$ cat src/rtl/fp_mul_sequencer.sv
`default_nettype none
// ============================================================================
//  Module   : fp_mul_sequencer
//  Purpose  : Multi-cycle IEEE-754 single-precision multiplier controller.
//             Sequences zero/special check, exponent add, shift-add mantissa
//             multiply (ITER_BITS multiplier bits per cycle), normalize and
//             round-to-nearest-even. Denormal inputs and results flush to zero.
//  Options  : FPM_PERF_CNT_EN adds op_count / busy_cycles counters.
//  Revision : 1.0  initial release
// ============================================================================
module fp_mul_sequencer #(
    parameter int ITER_BITS = 1
) (
    input  logic        clk,
    input  logic        rst,
    input  logic [31:0] input_a,
    input  logic [31:0] input_b,
    input  logic        in_valid,
    output logic        in_ready,
    output logic [31:0] product,
    output logic        overflow,
    output logic        underflow,
    output logic        out_valid,
    input  logic        out_ready
`ifdef FPM_PERF_CNT_EN
    ,
    output logic [31:0] op_count,
    output logic [31:0] busy_cycles
`endif
);

    localparam int          c_N    = 24 / ITER_BITS;
    localparam logic [4:0]  c_LAST = 5'(c_N - 1);
    localparam logic [31:0] c_QNAN = 32'h7FC0_0000;

    localparam logic [2:0] c_IDLE  = 3'd0;
    localparam logic [2:0] c_CHECK = 3'd1;
    localparam logic [2:0] c_EXP   = 3'd2;
    localparam logic [2:0] c_MUL   = 3'd3;
    localparam logic [2:0] c_NORM  = 3'd4;
    localparam logic [2:0] c_ROUND = 3'd5;
    localparam logic [2:0] c_DONE  = 3'd6;

    logic [2:0]        r_state, w_next;
    logic [31:0]       r_a, r_b;
    logic signed [9:0] r_exp;
    logic [47:0]       r_mcand;
    logic [23:0]       r_mplier;
    logic [47:0]       r_acc;
    logic [4:0]        r_cnt;
    logic [22:0]       r_frac;     // normalized fraction, hidden bit implicit
    logic              r_guard, r_sticky;
    logic [31:0]       r_product;
    logic              r_overflow, r_underflow;

    // Operand classification from the latched operands
    logic [7:0] w_ea, w_eb;
    logic       w_sign, w_any_zero, w_any_max, w_nan_res;
    assign w_ea       = r_a[30:23];
    assign w_eb       = r_b[30:23];
    assign w_sign     = r_a[31] ^ r_b[31];
    assign w_any_zero = (w_ea == 8'd0) || (w_eb == 8'd0);
    assign w_any_max  = (w_ea == 8'hFF) || (w_eb == 8'hFF);
    // inf*zero (zero includes flushed denormals) and any NaN give the quiet NaN
    assign w_nan_res  = ((w_ea == 8'hFF) && (r_a[22:0] != 23'd0)) ||
                        ((w_eb == 8'hFF) && (r_b[22:0] != 23'd0)) || w_any_zero;

    // Rounding: increment on guard when sticky or the LSB is odd
    logic              w_inc, w_carry;
    logic [23:0]       w_frac_sum;
    logic signed [9:0] w_exp_rnd;
    assign w_inc      = r_guard & (r_sticky | r_frac[0]);
    assign w_frac_sum = {1'b0, r_frac} + {23'd0, w_inc};
    assign w_carry    = w_frac_sum[23];   // 1.111..1 + ulp -> 10.0, fraction already zero
    assign w_exp_rnd  = r_exp + (w_carry ? 10'sd1 : 10'sd0);

    // Sum of the ITER_BITS partial products selected by the low multiplier bits
    logic [47:0] w_pp;
    always_comb begin
        w_pp = '0;
        for (int j = 0; j < ITER_BITS; j++) begin
            if (r_mplier[j]) begin
                w_pp = w_pp + (r_mcand << j);
            end
        end
    end

    // State register
    always_ff @(posedge clk) begin
        if (rst) begin
            r_state <= c_IDLE;
        end else begin
            r_state <= w_next;
        end
    end

    // Next-state and handshake decode
    always_comb begin
        w_next    = r_state;
        in_ready  = 1'b0;
        out_valid = 1'b0;
        case (r_state)
            c_IDLE: begin
                in_ready = 1'b1;
                if (in_valid) w_next = c_CHECK;
            end
            c_CHECK: w_next = (w_any_max || w_any_zero) ? c_DONE : c_EXP;
            c_EXP:   w_next = c_MUL;
            c_MUL:   if (r_cnt == c_LAST) w_next = c_NORM;
            c_NORM:  w_next = c_ROUND;
            c_ROUND: w_next = c_DONE;
            c_DONE: begin
                out_valid = 1'b1;
                if (out_ready) w_next = c_IDLE;
            end
            default: w_next = c_IDLE;
        endcase
    end

    // Datapath: operand capture, shift-add multiply, normalize, round
    always_ff @(posedge clk) begin
        if (rst) begin
            r_a         <= '0;
            r_b         <= '0;
            r_exp       <= '0;
            r_mcand     <= '0;
            r_mplier    <= '0;
            r_acc       <= '0;
            r_cnt       <= '0;
            r_frac      <= '0;
            r_guard     <= 1'b0;
            r_sticky    <= 1'b0;
            r_product   <= '0;
            r_overflow  <= 1'b0;
            r_underflow <= 1'b0;
        end else begin
            case (r_state)
                c_IDLE: begin
                    if (in_valid) begin
                        r_a         <= input_a;
                        r_b         <= input_b;
                        r_product   <= '0;
                        r_overflow  <= 1'b0;
                        r_underflow <= 1'b0;
                    end
                end
                c_CHECK: begin
                    if (w_any_max) begin
                        r_product <= w_nan_res ? c_QNAN : {w_sign, 8'hFF, 23'd0};
                    end else if (w_any_zero) begin
                        r_product <= {w_sign, 31'd0};
                    end
                end
                c_EXP: begin
                    r_exp    <= $signed({2'b00, w_ea}) + $signed({2'b00, w_eb}) - 10'sd127;
                    r_acc    <= '0;
                    r_mcand  <= {24'd0, 1'b1, r_a[22:0]};
                    r_mplier <= {1'b1, r_b[22:0]};
                    r_cnt    <= '0;
                end
                c_MUL: begin
                    r_acc    <= r_acc + w_pp;
                    r_mcand  <= r_mcand << ITER_BITS;
                    r_mplier <= r_mplier >> ITER_BITS;
                    r_cnt    <= r_cnt + 5'd1;
                end
                c_NORM: begin
                    if (r_acc[47]) begin
                        r_frac   <= r_acc[46:24];
                        r_guard  <= r_acc[23];
                        r_sticky <= |r_acc[22:0];
                        r_exp    <= r_exp + 10'sd1;
                    end else begin
                        r_frac   <= r_acc[45:23];
                        r_guard  <= r_acc[22];
                        r_sticky <= |r_acc[21:0];
                    end
                end
                c_ROUND: begin
                    if (w_exp_rnd >= 10'sd255) begin
                        r_product  <= {w_sign, 8'hFF, 23'd0};
                        r_overflow <= 1'b1;
                    end else if (w_exp_rnd <= 10'sd0) begin
                        r_product   <= {w_sign, 31'd0};
                        r_underflow <= 1'b1;
                    end else begin
                        r_product <= {w_sign, w_exp_rnd[7:0], w_frac_sum[22:0]};
                    end
                end
                default: ;
            endcase
        end
    end

    assign product   = r_product;
    assign overflow  = r_overflow;
    assign underflow = r_underflow;

`ifdef FPM_PERF_CNT_EN
    logic [31:0] r_op_count, r_busy_cycles;

    // Handoff and non-idle cycle counters, free-running with natural wrap
    always_ff @(posedge clk) begin
        if (rst) begin
            r_op_count    <= '0;
            r_busy_cycles <= '0;
        end else begin
            if (out_valid && out_ready) r_op_count <= r_op_count + 32'd1;
            if (r_state != c_IDLE)      r_busy_cycles <= r_busy_cycles + 32'd1;
        end
    end

    assign op_count    = r_op_count;
    assign busy_cycles = r_busy_cycles;
`else
    // Performance counters are not built in this configuration.
`endif

endmodule
`default_nettype wire

$ cat config.mk
export PLATFORM = sky130hd
export DESIGN_NAME = fp_mul_sequencer
export DESIGN_NICKNAME = d
export VERILOG_FILES = /design/src/rtl/fp_mul_sequencer.sv
export SDC_FILE = /design/constraint.sdc
export NUM_CORES = 1
export LEC_CHECK = 0
export ABC_AREA = 1
export CAP_MARGIN = 25
export CORE_AREA = 2 2 175 177
export DETAILED_ROUTE_END_ITERATION = 8
export DIE_AREA = 0 0 177 179
export HOLD_SLACK_MARGIN = 0.12
export PLACE_DENSITY = 0.76
export REMOVE_ABC_BUFFERS = 1
export SYNTH_ARGS = -nofsm -noshare
export SYNTH_HDL_FRONTEND = slang
export SYNTH_SLANG_ARGS = --single-unit
export TNS_END_PERCENT = 20
$ cat constraint.sdc
create_clock -name clk -period 3.2 [get_ports clk]
set_input_delay 0.96 -clock clk [delete_from_list [all_inputs] [get_ports clk]]
set_output_delay 0.96 -clock clk [all_outputs]
set_load 0.02 [all_outputs]
* Word-level counts from Yosys, hierarchy flattened
Index checks and enable logic that the tools add are counted.
** Word-level totals
- Flip-flop bits (word level) :: 261
- Input bits :: 68
- Output and inout port bits :: 36
- Word-level logic and storage cells :: 98
** Operators by class
- Add/sub/neg operators :: 7
- Order comparisons :: 2
- Equality and inequality tests :: 17
- Mux-type cells :: 31
- Bitwise logic cells :: 3
- Reduce and logical (&&, ||, !) cells :: 24
** Operators with widths (number)
- 48-bit one-hot mux with 2 select lines :: 2
- 32-bit two-way mux :: 4
- 32-bit one-hot mux with 3 select lines :: 1
- 31-bit two-way mux :: 2
- 48-bit adder :: 1
- 48-bit two-way mux :: 1
- 24-bit one-hot mux with 2 select lines :: 1
- 23-bit nonzero test :: 2
- 23-bit by 1-bit adder with 24-bit output :: 1
- 23-bit two-way mux :: 1
- 23-bit OR reduction :: 1
- 22-bit OR reduction :: 1
- 3-bit one-hot mux with 7 select lines :: 1
- 10-bit one-hot mux with 2 select lines :: 1
- 8-bit equality test, second input constant :: 2
- 8-bit zero test :: 2
- 2-bit inequality test, second input constant :: 7
- 3-bit two-way mux :: 4
- 10-bit by 2-bit adder with 10-bit output :: 1
- 10-bit by 2-bit adder with 10-bit output, second input constant :: 1
- 10-bit by 9-bit greater-or-equal comparator with 1-bit output, second input constant :: 1
- 10-bit by 1-bit less-or-equal comparator with 1-bit output, second input constant :: 1
- 10-bit two-way mux :: 1
- 5-bit one-hot mux with 2 select lines :: 1
- 21 further kinds :: 43

* Logic depth before layout (Yosys ltp)
Gate-level depths: netlist of run 1.
- Word-level depth :: 9
- Gate-level depth with buffers :: 25
- Mapped depth without buffers :: 24

* Worst setup path before layout of run 1
OpenSTA, ideal clock, no wires.
- Path type :: register to register
- From :: reg r_frac[0]
- To :: reg r_product[13], in the netlist product[13]
- Library setup time :: 132 ps
- Data arrival time :: 3140 ps
- Data required time :: 3068 ps
- Path slack :: -72 ps
- Stages on the path, launching flop included :: 24
- Buffers on the path :: 1
- Period minus slack after synthesis :: 3272 ps
- Cells stage by stage :: dfxtp_1 -> o21a_1 -> ha_1 -> nand3_1 -> inv_1 -> nand2_1 -> nor2_2 -> nand3_1 -> nor3_1 -> nand4_1 -> nor3_1 -> ha_1 -> ha_1 -> nand3_4 -> nor2_8 -> xor2_2 -> nand2_1 -> nor2_2 -> nor2_2 -> nor2_2 -> nor2_4 -> buf_6 -> nand2_1 -> a21oi_1
** Between the ends
- Longest elaborated chain between the ends :: 9
- Elaborated cells between the ends (all ways) :: 10
- Those cells by class :: 2 x add/sub; 2 x order compare; 4 x mux; 2 x bitwise
** Ends and longest elaborated chain
- start: declaration :: line 51 : logic [22:0] r_frac;
- start signal: assignment :: line 169 : r_frac <= r_acc[46:24];
- start signal: assignment :: line 174 : r_frac <= r_acc[45:23];
- 1-bit bitwise OR :: line 72 : assign w_inc = r_guard & (r_sticky | r_frac[0]);
- 1-bit bitwise AND :: line 72
- 23-bit by 1-bit adder with 24-bit output * :: line 73 : assign w_frac_sum = {1'b0, r_frac} + {23'd0, w_inc};
- 1-bit two-way mux :: line 75 : assign w_exp_rnd = r_exp + (w_carry ? 10'sd1 : 10'sd0);
- 10-bit by 2-bit adder with 10-bit output :: line 75
- 10-bit by 1-bit less-or-equal comparator with 1-bit output :: line 183 : end else if (w_exp_rnd <= 10'sd0) begin
- 31-bit two-way mux :: line 183
- 31-bit two-way mux * :: line 180 : if (w_exp_rnd >= 10'sd255) begin
- 32-bit one-hot mux with 3 select lines * :: line 137 : case (r_state)
- end signal: assignment :: line 181 : r_product <= {w_sign, 8'hFF, 23'd0};
- end signal: assignment :: line 184 : r_product <= {w_sign, 31'd0};
- end signal: assignment :: line 187 : r_product <= {w_sign, w_exp_rnd[7:0], w_frac_sum[22:0]};
- end: declaration :: line 53 : logic [31:0] r_product;
Every way passes the cells marked *; elsewhere a longest branch is shown, timed or not.
A chain may end at the register's enable or synchronous reset.

* Worst setup path in the final report of run 1
- From :: reg r_guard
- To :: reg r_product[12], in the netlist product[12]
** Between the ends
- Longest elaborated chain between the ends :: 8
- Elaborated cells between the ends (all ways) :: 9
- Those cells by class :: 2 x add/sub; 2 x order compare; 4 x mux; 1 x bitwise
** Ends and longest elaborated chain
- start: declaration :: line 52 : logic r_guard, r_sticky;
- start signal: assignment :: line 170 : r_guard <= r_acc[23];
- start signal: assignment :: line 175 : r_guard <= r_acc[22];
- 1-bit bitwise AND * :: line 72
- 23-bit by 1-bit adder with 24-bit output * :: line 73
- 1-bit two-way mux :: line 75
- 10-bit by 2-bit adder with 10-bit output :: line 75
- 10-bit by 1-bit less-or-equal comparator with 1-bit output :: line 183
- 31-bit two-way mux :: line 183
- 31-bit two-way mux * :: line 180
- 32-bit one-hot mux with 3 select lines * :: line 137
Marked as above.

==> results.md, run 1 <==
* Status: finished, violations left
* Failing checks: negative setup slack
* DR vias/cell at 5.24
* Min Tclk post-route at 3.35 ns
* Final Util at 63.3%
* Core area at 0.0300 sq mm
* Die Y at 179 um
* Initial Util at 53.7%
* Number of synthesized flops with an enable pin at 0
* Data arrival time of the critical path at 3.82 ns
* Final hold viol count at 0
* Unrepaired setup endpoints after global routing: true
* Synthesized area at 0.0161 sq mm
* Worst relative slew slack at 40.5%
* GRT Total Usage at 28.6%
* Number of global-route vias before repair at 15200
* CP startpoint: r_guard
* Worst hold path type: flop to flop
* Layout cell share with drive strength beyond 1 at 6.71%
* Final wirelength at 45.7 mm
* Element type at the critical path start: flop
* Clock Pin Slew Worst Setup and Hold Paths at 0.07 ns
* Setup violations, final at 20
* Warnings from Yosys at 0
* CP endpoint: product[12]
* Maximum vdd drop at 591 uV
* Buffers on Ports at 103
* Remaining DRCs at 0
* Ports at 104
* Post-synthesis mux area share at 0%
* TritonCTS buffer count at 29
* HPWL Detailed at 33.6 mm
* Initial antenna violation count at 0
* Max Slew Vio Count at 0
* # fillers at 2950
* #FFs+latches synth at 261
* Largest net degree at the start of global routing at 146
* Crit end category: flop
* CP Class: flop to flop
* Reg-to-reg slack, setup at -0.15 ns
* Most used flip-flop cell after synthesis: dfxtp_1
* Synth async-reset ratio at 0%
* Mapped Avg Cell Area at 6.15 sq um
* XOR/XNOR Fraction of Synth Area at 1.73%
* Max cap viols at 0
* First-pass GRT wire length at 74.5 mm
* Area Growth Syn to Fin at 17.9%
* Final Cycle Share at 105%
* Fmax at 0.299 GHz
* Via count at 16400
* Simple-gate area share of the yosys netlist at 32.0%
* Hold Path Stages at 2
* R2R depth at 23
* Worst flop-to-flop path endpoint: product[12]
* Data required time of the worst path at 3.67 ns
* Worst-path maximum fanout at 5
* Seq/Total Area, Yosys at 32.4%
* Clock buffer depth at 3
* PnR worst setup slack at -0.150 ns
* Die Width at 177 um
* Post-route ant nets at 0
* Routed len/inst at 14.6 um
* TritonRoute pass-1 iters at 5
* Synth Area in Adders at 5.52%
* Rows at 64
* GPL Wtd Cong at 0.975
* Diodes inserted at 0
* Distinct cells, synth at 51
* Skew-Pair Late Insertion Delay at 0.56 ns
* Total power at 11.0 mW
* Leakage power at 8.96 nW
* Skew final at 0.0181 ns
* CTS Hold Buffers Added at 0
* PwrDens at 580 mW/mm^2
* Initial drt markers at 1245
* RR Startpoint: r_guard
* CTS H-Tree Depth at 1
* DIE AREA at 0.0317 sq mm
* Place WS at -0.392 ns
* Largest family of logic cells by synthesized area: simple AND/OR/NAND/NOR gates
* Nets@finish at 2861
* Compound-Gate Fraction of Synth Area at 15.2%
* CTS tree: built
* Synthesized netlist cell count at 2622
* Overflow after GRT at 0
* CTS Sinks at 261
* Slew @ Worst Pin at 0.892 ns
* Clock Tree Root: clkbuf_16
[metal layers]
metal / GRT usage [%] / part of all wire, % / routed length (um) / vias to the layer above
li1: - / - / - / 8496
met1: 39.5 / 47 / 21400 / 7434
met2: 47.7 / 46 / 20800 / 445
met3: 2.71 / 5.1 / 2320 / 68
met4: 7.68 / 2.6 / 1180 / 0
met5: 0 / 0 / 0 / -
[metrics by stage]
step / instance area (sq um) / hold slack, ns / TNS (ns) / cells
floorplan: 15700 / 0.435 / -204.45 / 2522
global placement: 17700 / 0.448 / -4.68 / 3070
detailed placement: 17700 / 0.451 / -10.0 / 3070
CTS: 18800 / 0.459 / -0.522 / 3130
global route: 19000 / 0.479 / -8.36 / 3139
finish: 19000 / 0.456 / -1.40 / 3139
[cell usage after synthesis (2+ instances only)]
| cell type | count | area (sq um) |
|---|---|---|
| nand2_1 | 846 | 3180 |
| or2_2 | 7 | 43.8 |
| nand4_1 | 52 | 325 |
| buf_6 | 2 | 22.5 |
| and2_1 | 2 | 12.5 |
| nand3b_1 | 11 | 82.6 |
| o211ai_1 | 6 | 45.0 |
| nor2_2 | 10 | 62.6 |
| nor4_1 | 3 | 18.8 |
| xor2_1 | 22 | 193 |
| nand2_4 | 2 | 22.5 |
| inv_1 | 452 | 1700 |
| nand2_2 | 3 | 18.8 |
| o22ai_1 | 15 | 93.8 |
| inv_2 | 5 | 18.8 |
| xnor2_1 | 8 | 70.1 |
| fa_1 | 2 | 40.0 |
| nand3_1 | 105 | 526 |
| buf_2 | 8 | 40.0 |
| buf_4 | 2 | 15.0 |
| clkbuf_1 | 84 | 315 |
| a221oi_1 | 15 | 131 |
| ha_1 | 68 | 851 |
| nor2_1 | 176 | 661 |
| a31oi_1 | 34 | 213 |
| o221ai_1 | 4 | 35.0 |
| buf_1 | 4 | 15.0 |
| a21oi_1 | 243 | 1220 |
| o21a_1 | 2 | 15.0 |
| o21ai_0 | 116 | 581 |
| nor3_1 | 27 | 135 |
| o21ai_1 | 5 | 25.0 |
| dfxtp_1 | 261 | 5230 |
| o21bai_1 | 3 | 22.5 |
[how the worst min path moves through the flow]
stage | from | endpoint | slack (ns)
after detailed placement | r_a[0] | r_mcand[0] | 0.45
after floorplan | r_a[0] | r_mcand[0] | 0.43
after global routing | r_a[0] | r_mcand[0] | 0.48
after CTS | r_a[0] | r_mcand[0] | 0.46
final | r_a[0] | r_mcand[0] | 0.46
after global placement | r_a[0] | r_mcand[0] | 0.45
[cell type report]
type / instances / area, sq um / area share (%)
clock buffer: 45 / 866 / 4.55
clock inverter: 6 / 96.3 / 0.507
inverter: 458 / 1720 / 9.06
multi-input combinational: 1806 / 9010 / 47.4
sequential: 261 / 5230 / 27.5
tap: 396 / 495 / 2.61
timing repair buffer: 167 / 1590 / 8.36
[report_power, final]
group / leakage [nW] / total (mW) / internal (mW) / switching, mW
Clock: 0.467 / 3.36 / 2.01 / 1.35
Sequential: 2.12 / 4.21 / 3.79 / 0.424
Combinational: 6.38 / 3.46 / 1.24 / 2.22
Total: 8.96 / 11.0 / 7.04 / 3.99
[kinds of logic after synthesis]
| family | count (synthesis) |
|---|---|
| adders and majority gates | 70 |
| AOI/OAI and AO/OA | 452 |
| xor gates and xnor gates | 31 |
| buffers and inverters | 558 |
| and+or+nand+nor | 1250 |
| DFF | 261 |
[state kept, by name, summed over array words and instances, names as in the netlist]
register   cells
r_mcand       48
r_a           32
r_exp         10
r_mplier      24
r_b           32
product       32
r_acc         48
r_cnt          5
r_frac        23
r_state        3
r_sticky       1
overflow       1
r_guard        1
underflow      1
[worst max-delay path: stages, from the launching register on]
cell and delay (ns):
dfxtp_1 0.33, o21a_1 0.16, ha_4 0.16, nand3_4 0.09, inv_4 0.07, nand2_4 0.05, nor2_4 0.10, nand3_2 0.09
nor3_2 0.14, nand4_1 0.12, nor3_2 0.17, ha_2 0.24, ha_4 0.15, buf_4 0.12, xor2_1 0.25, nor2_2 0.09
nand3_2 0.10, nor2_4 0.05, nand2_4 0.09, nand2_4 0.08, buf_12 0.13, nor2_2 0.26, nand2_1 0.11, a21oi_1 0.13
[cell usage in the layout, fill, tap and decap left out, drive strengths merged, types with 2 or more instances in the layout]
cell	n
fa	2
a221oi	15
o21ai	123
o221ai	4
ha	68
o21bai	3
a31oi	34
or2	7
o22ai	15
dfxtp	261
a21oi	243
xnor2	8
inv	459
nor2	190
xor2	23
buf	65
clkinv	2
nand4	52
bufinv	2
o21a	2
nand2	851
o211ai	6
nand3	107
nor4	3
nor3	27
nand3b	11
and2	2
clkbuf	45
clkdlybuf4s50	102
[timing repair]
action,in CTS,in global routing
gates resized for setup,23,33
pin swaps,9,16
cloned,1,2
buffers inserted,8,6
endpoints found under the setup margin,33,34
(Power assumes the default switching activity.)
==> run 2, diff against run 1 <==
CORE_AREA = 2 2 195 159   (was 2 2 175 177)
DIE_AREA = 0 0 197 161   (was 0 0 177 179)
MAX_ROUTING_LAYER = met4   (was not set)
==> run 2 against run 1 <==
The run still ends with negative setup slack left. Die area up 0.11%. Utilization up 0.31 points. Sequential cell count unchanged. Final cell count down 0.16%. Critical path type unchanged. Largest cell class unchanged. Largest power group unchanged.
==> results.md, run 2 (synthesis gave the netlist of run 1 again) <==
* Top flop regs: r_acc x48, r_mcand x48
* Most common cell after layout, fill and taps aside: nand2_1
* P_int at 6.77 mW
* Post-DP Area at 0.0177 sq mm
* Clock Pin Slew Worst Setup and Hold Paths at 0.06 ns
* First-pass GRT wire length at 76.9 mm
* PnR worst setup slack at -0.222 ns
* Ports at 104
* Max Slew Vio Count at 0
* Initial antenna violation count at 0
* Skew-Pair Late Insertion Delay at 0.57 ns
* Data arrival time of the critical path at 3.92 ns
* CTS H-Tree Depth at 1
* Sw frac at 37.5%
* CTS Hold Buffers Added at 0
* Slew @ Worst Pin at 0.765 ns
* Place WS at -0.431 ns
* Overflow after GRT at 0
* Routed len/inst at 15.2 um
* CTS Sinks at 261
* Cell area after layout at 0.0190 sq mm
* GPL Wtd Cong at 1.00
* Failing checks: negative setup slack
* Min Tclk post-route at 3.42 ns
* CP Class: flop to flop
* Total power at 10.8 mW
* GRT Total Usage at 30.6%
* Fmax at 0.292 GHz
* Rows at 57
* Worst hold path type: flop to flop
* Buffers on Ports at 103
* Die Y at 161 um
* Diodes inserted at 0
* TritonCTS buffer count at 26
* Die Width at 197 um
* PwrDens at 571 mW/mm^2
* CTS tree: built
* Nets@finish at 2872
* DR vias/cell at 5.31
* Gate power share at 32.5%
* Initial drt markers at 1349
* HPWL Detailed at 34.8 mm
* Leakage power at 9.00 nW
* Worst relative slew slack at 48.9%
* Clock Power Share at 28.6%
* Clock buffer depth at 3
* Status: finished, violations left
* Net Sw Power at 4.06 mW
* Skew final at 0.0131 ns
* Data required time of the worst path at 3.70 ns
* Final hold viol count at 0
* Remaining DRCs at 0
* Final wirelength at 47.6 mm
* Layout cell share with drive strength beyond 1 at 6.83%
* Setup violations, final at 26
* Maximum vdd drop at 411 uV
* Number of global-route vias before repair at 15100
* Worst-path maximum fanout at 2
* Reg power frac at 38.9%
* Via count at 16600
* Most frequent cells in the layout: nand2_1 (835), inv_1 (449), dfxtp_1 (258)
* Initial Util at 54.1%
* Setup TNS at -2.70 ns
* Clock Tree Root: clkbuf_16
* Largest net degree at the start of global routing at 146
* Area Growth Syn to Fin at 17.6%
* DIE AREA at 0.0317 sq mm
* Element type at the critical path start: flop
* Unrepaired setup endpoints after global routing: true
* Final Cycle Share at 107%
* Crit end category: flop
* Max cap viols at 0
* Core area at 0.0298 sq mm
* Post-route ant nets at 0
* TritonRoute pass-1 iters at 6
[run 2: final cells by class]
| type | count | area (sq um) |
|---|---|---|
| fill | 2878 | 10800 |
| multi-input combinational | 1806 | 8990 |
| sequential | 261 | 5230 |
| inverter | 458 | 1720 |
| timing repair buffer | 181 | 1690 |
| clock buffer | 35 | 724 |
| tap | 383 | 479 |
| clock inverter | 10 | 131 |
[run 2: worst paths after layout]
kind                            startpoint     endpoint  slack [ns]  cells past startpoint
worst max-delay path              r_sticky  product[15]       -0.22                     25
worst min-delay path                r_a[0]   r_mcand[0]        0.46                      2
worst max register to register    r_sticky  product[15]       -0.22                     25
worst min register to register      r_a[0]   r_mcand[0]        0.46                      2
[run 2: metrics by stage]
step / std cells / utilization [%] / hold WS [ns]
global placement: 3058 / 59.3 / 0.449
CTS: 3130 / 63.1 / 0.462
finish: 3134 / 63.6 / 0.462
detailed placement: 3058 / 59.3 / 0.454
global route: 3134 / 63.6 / 0.475
floorplan: 2522 / - / 0.435
[run 2: worst max-delay path, stage by stage (launching register included)]
cell,delay (ns)
dfxtp_2,0.32
o21a_1,0.18
ha_2,0.18
nand3_2,0.07
inv_2,0.06
buf_4,0.13
buf_4,0.12
buf_4,0.12
buf_4,0.12
buf_4,0.12
buf_4,0.12
buf_4,0.12
buf_4,0.12
buf_4,0.13
buf_4,0.12
buf_4,0.12
buf_4,0.12
buf_4,0.13
buf_4,0.12
buf_4,0.12
buf_4,0.12
buf_6,0.11
nand4_1,0.14
xnor2_1,0.15
nand2_1,0.08
a21oi_1,0.12
[run 2: metal layers]
layer | GRT usage [%] | vias to the layer above | part of all wire [%]
li1 | - | 8507 | -
met1 | 43.1 | 7574 | 49
met2 | 46.1 | 471 | 43
met3 | 4.53 | 74 | 6.2
met4 | 7.25 | 0 | 2.4
met5 | - | - | 0
[run 2: power groups by stage]
| stage | clock [mW] | sequential (mW) | combinational, mW |
|---|---|---|---|
| after floorplan | 0 | 4.17 | 2.10 |
| after global placement | 0 | 4.23 | 3.23 |
| final | 3.10 | 4.21 | 3.52 |
| after detailed placement | 0 | 4.25 | 3.30 |
| after CTS | 3.15 | 4.19 | 3.37 |
| after global routing | 3.27 | 4.26 | 3.91 |
[run 2: repair_timing]
item | in CTS | in global routing
buffers inserted | 25 | 2
gates resized for setup | 22 | 24
setup endpoints to repair | 33 | 33
gates cloned | 2 | 1
pin swaps | 20 | 20
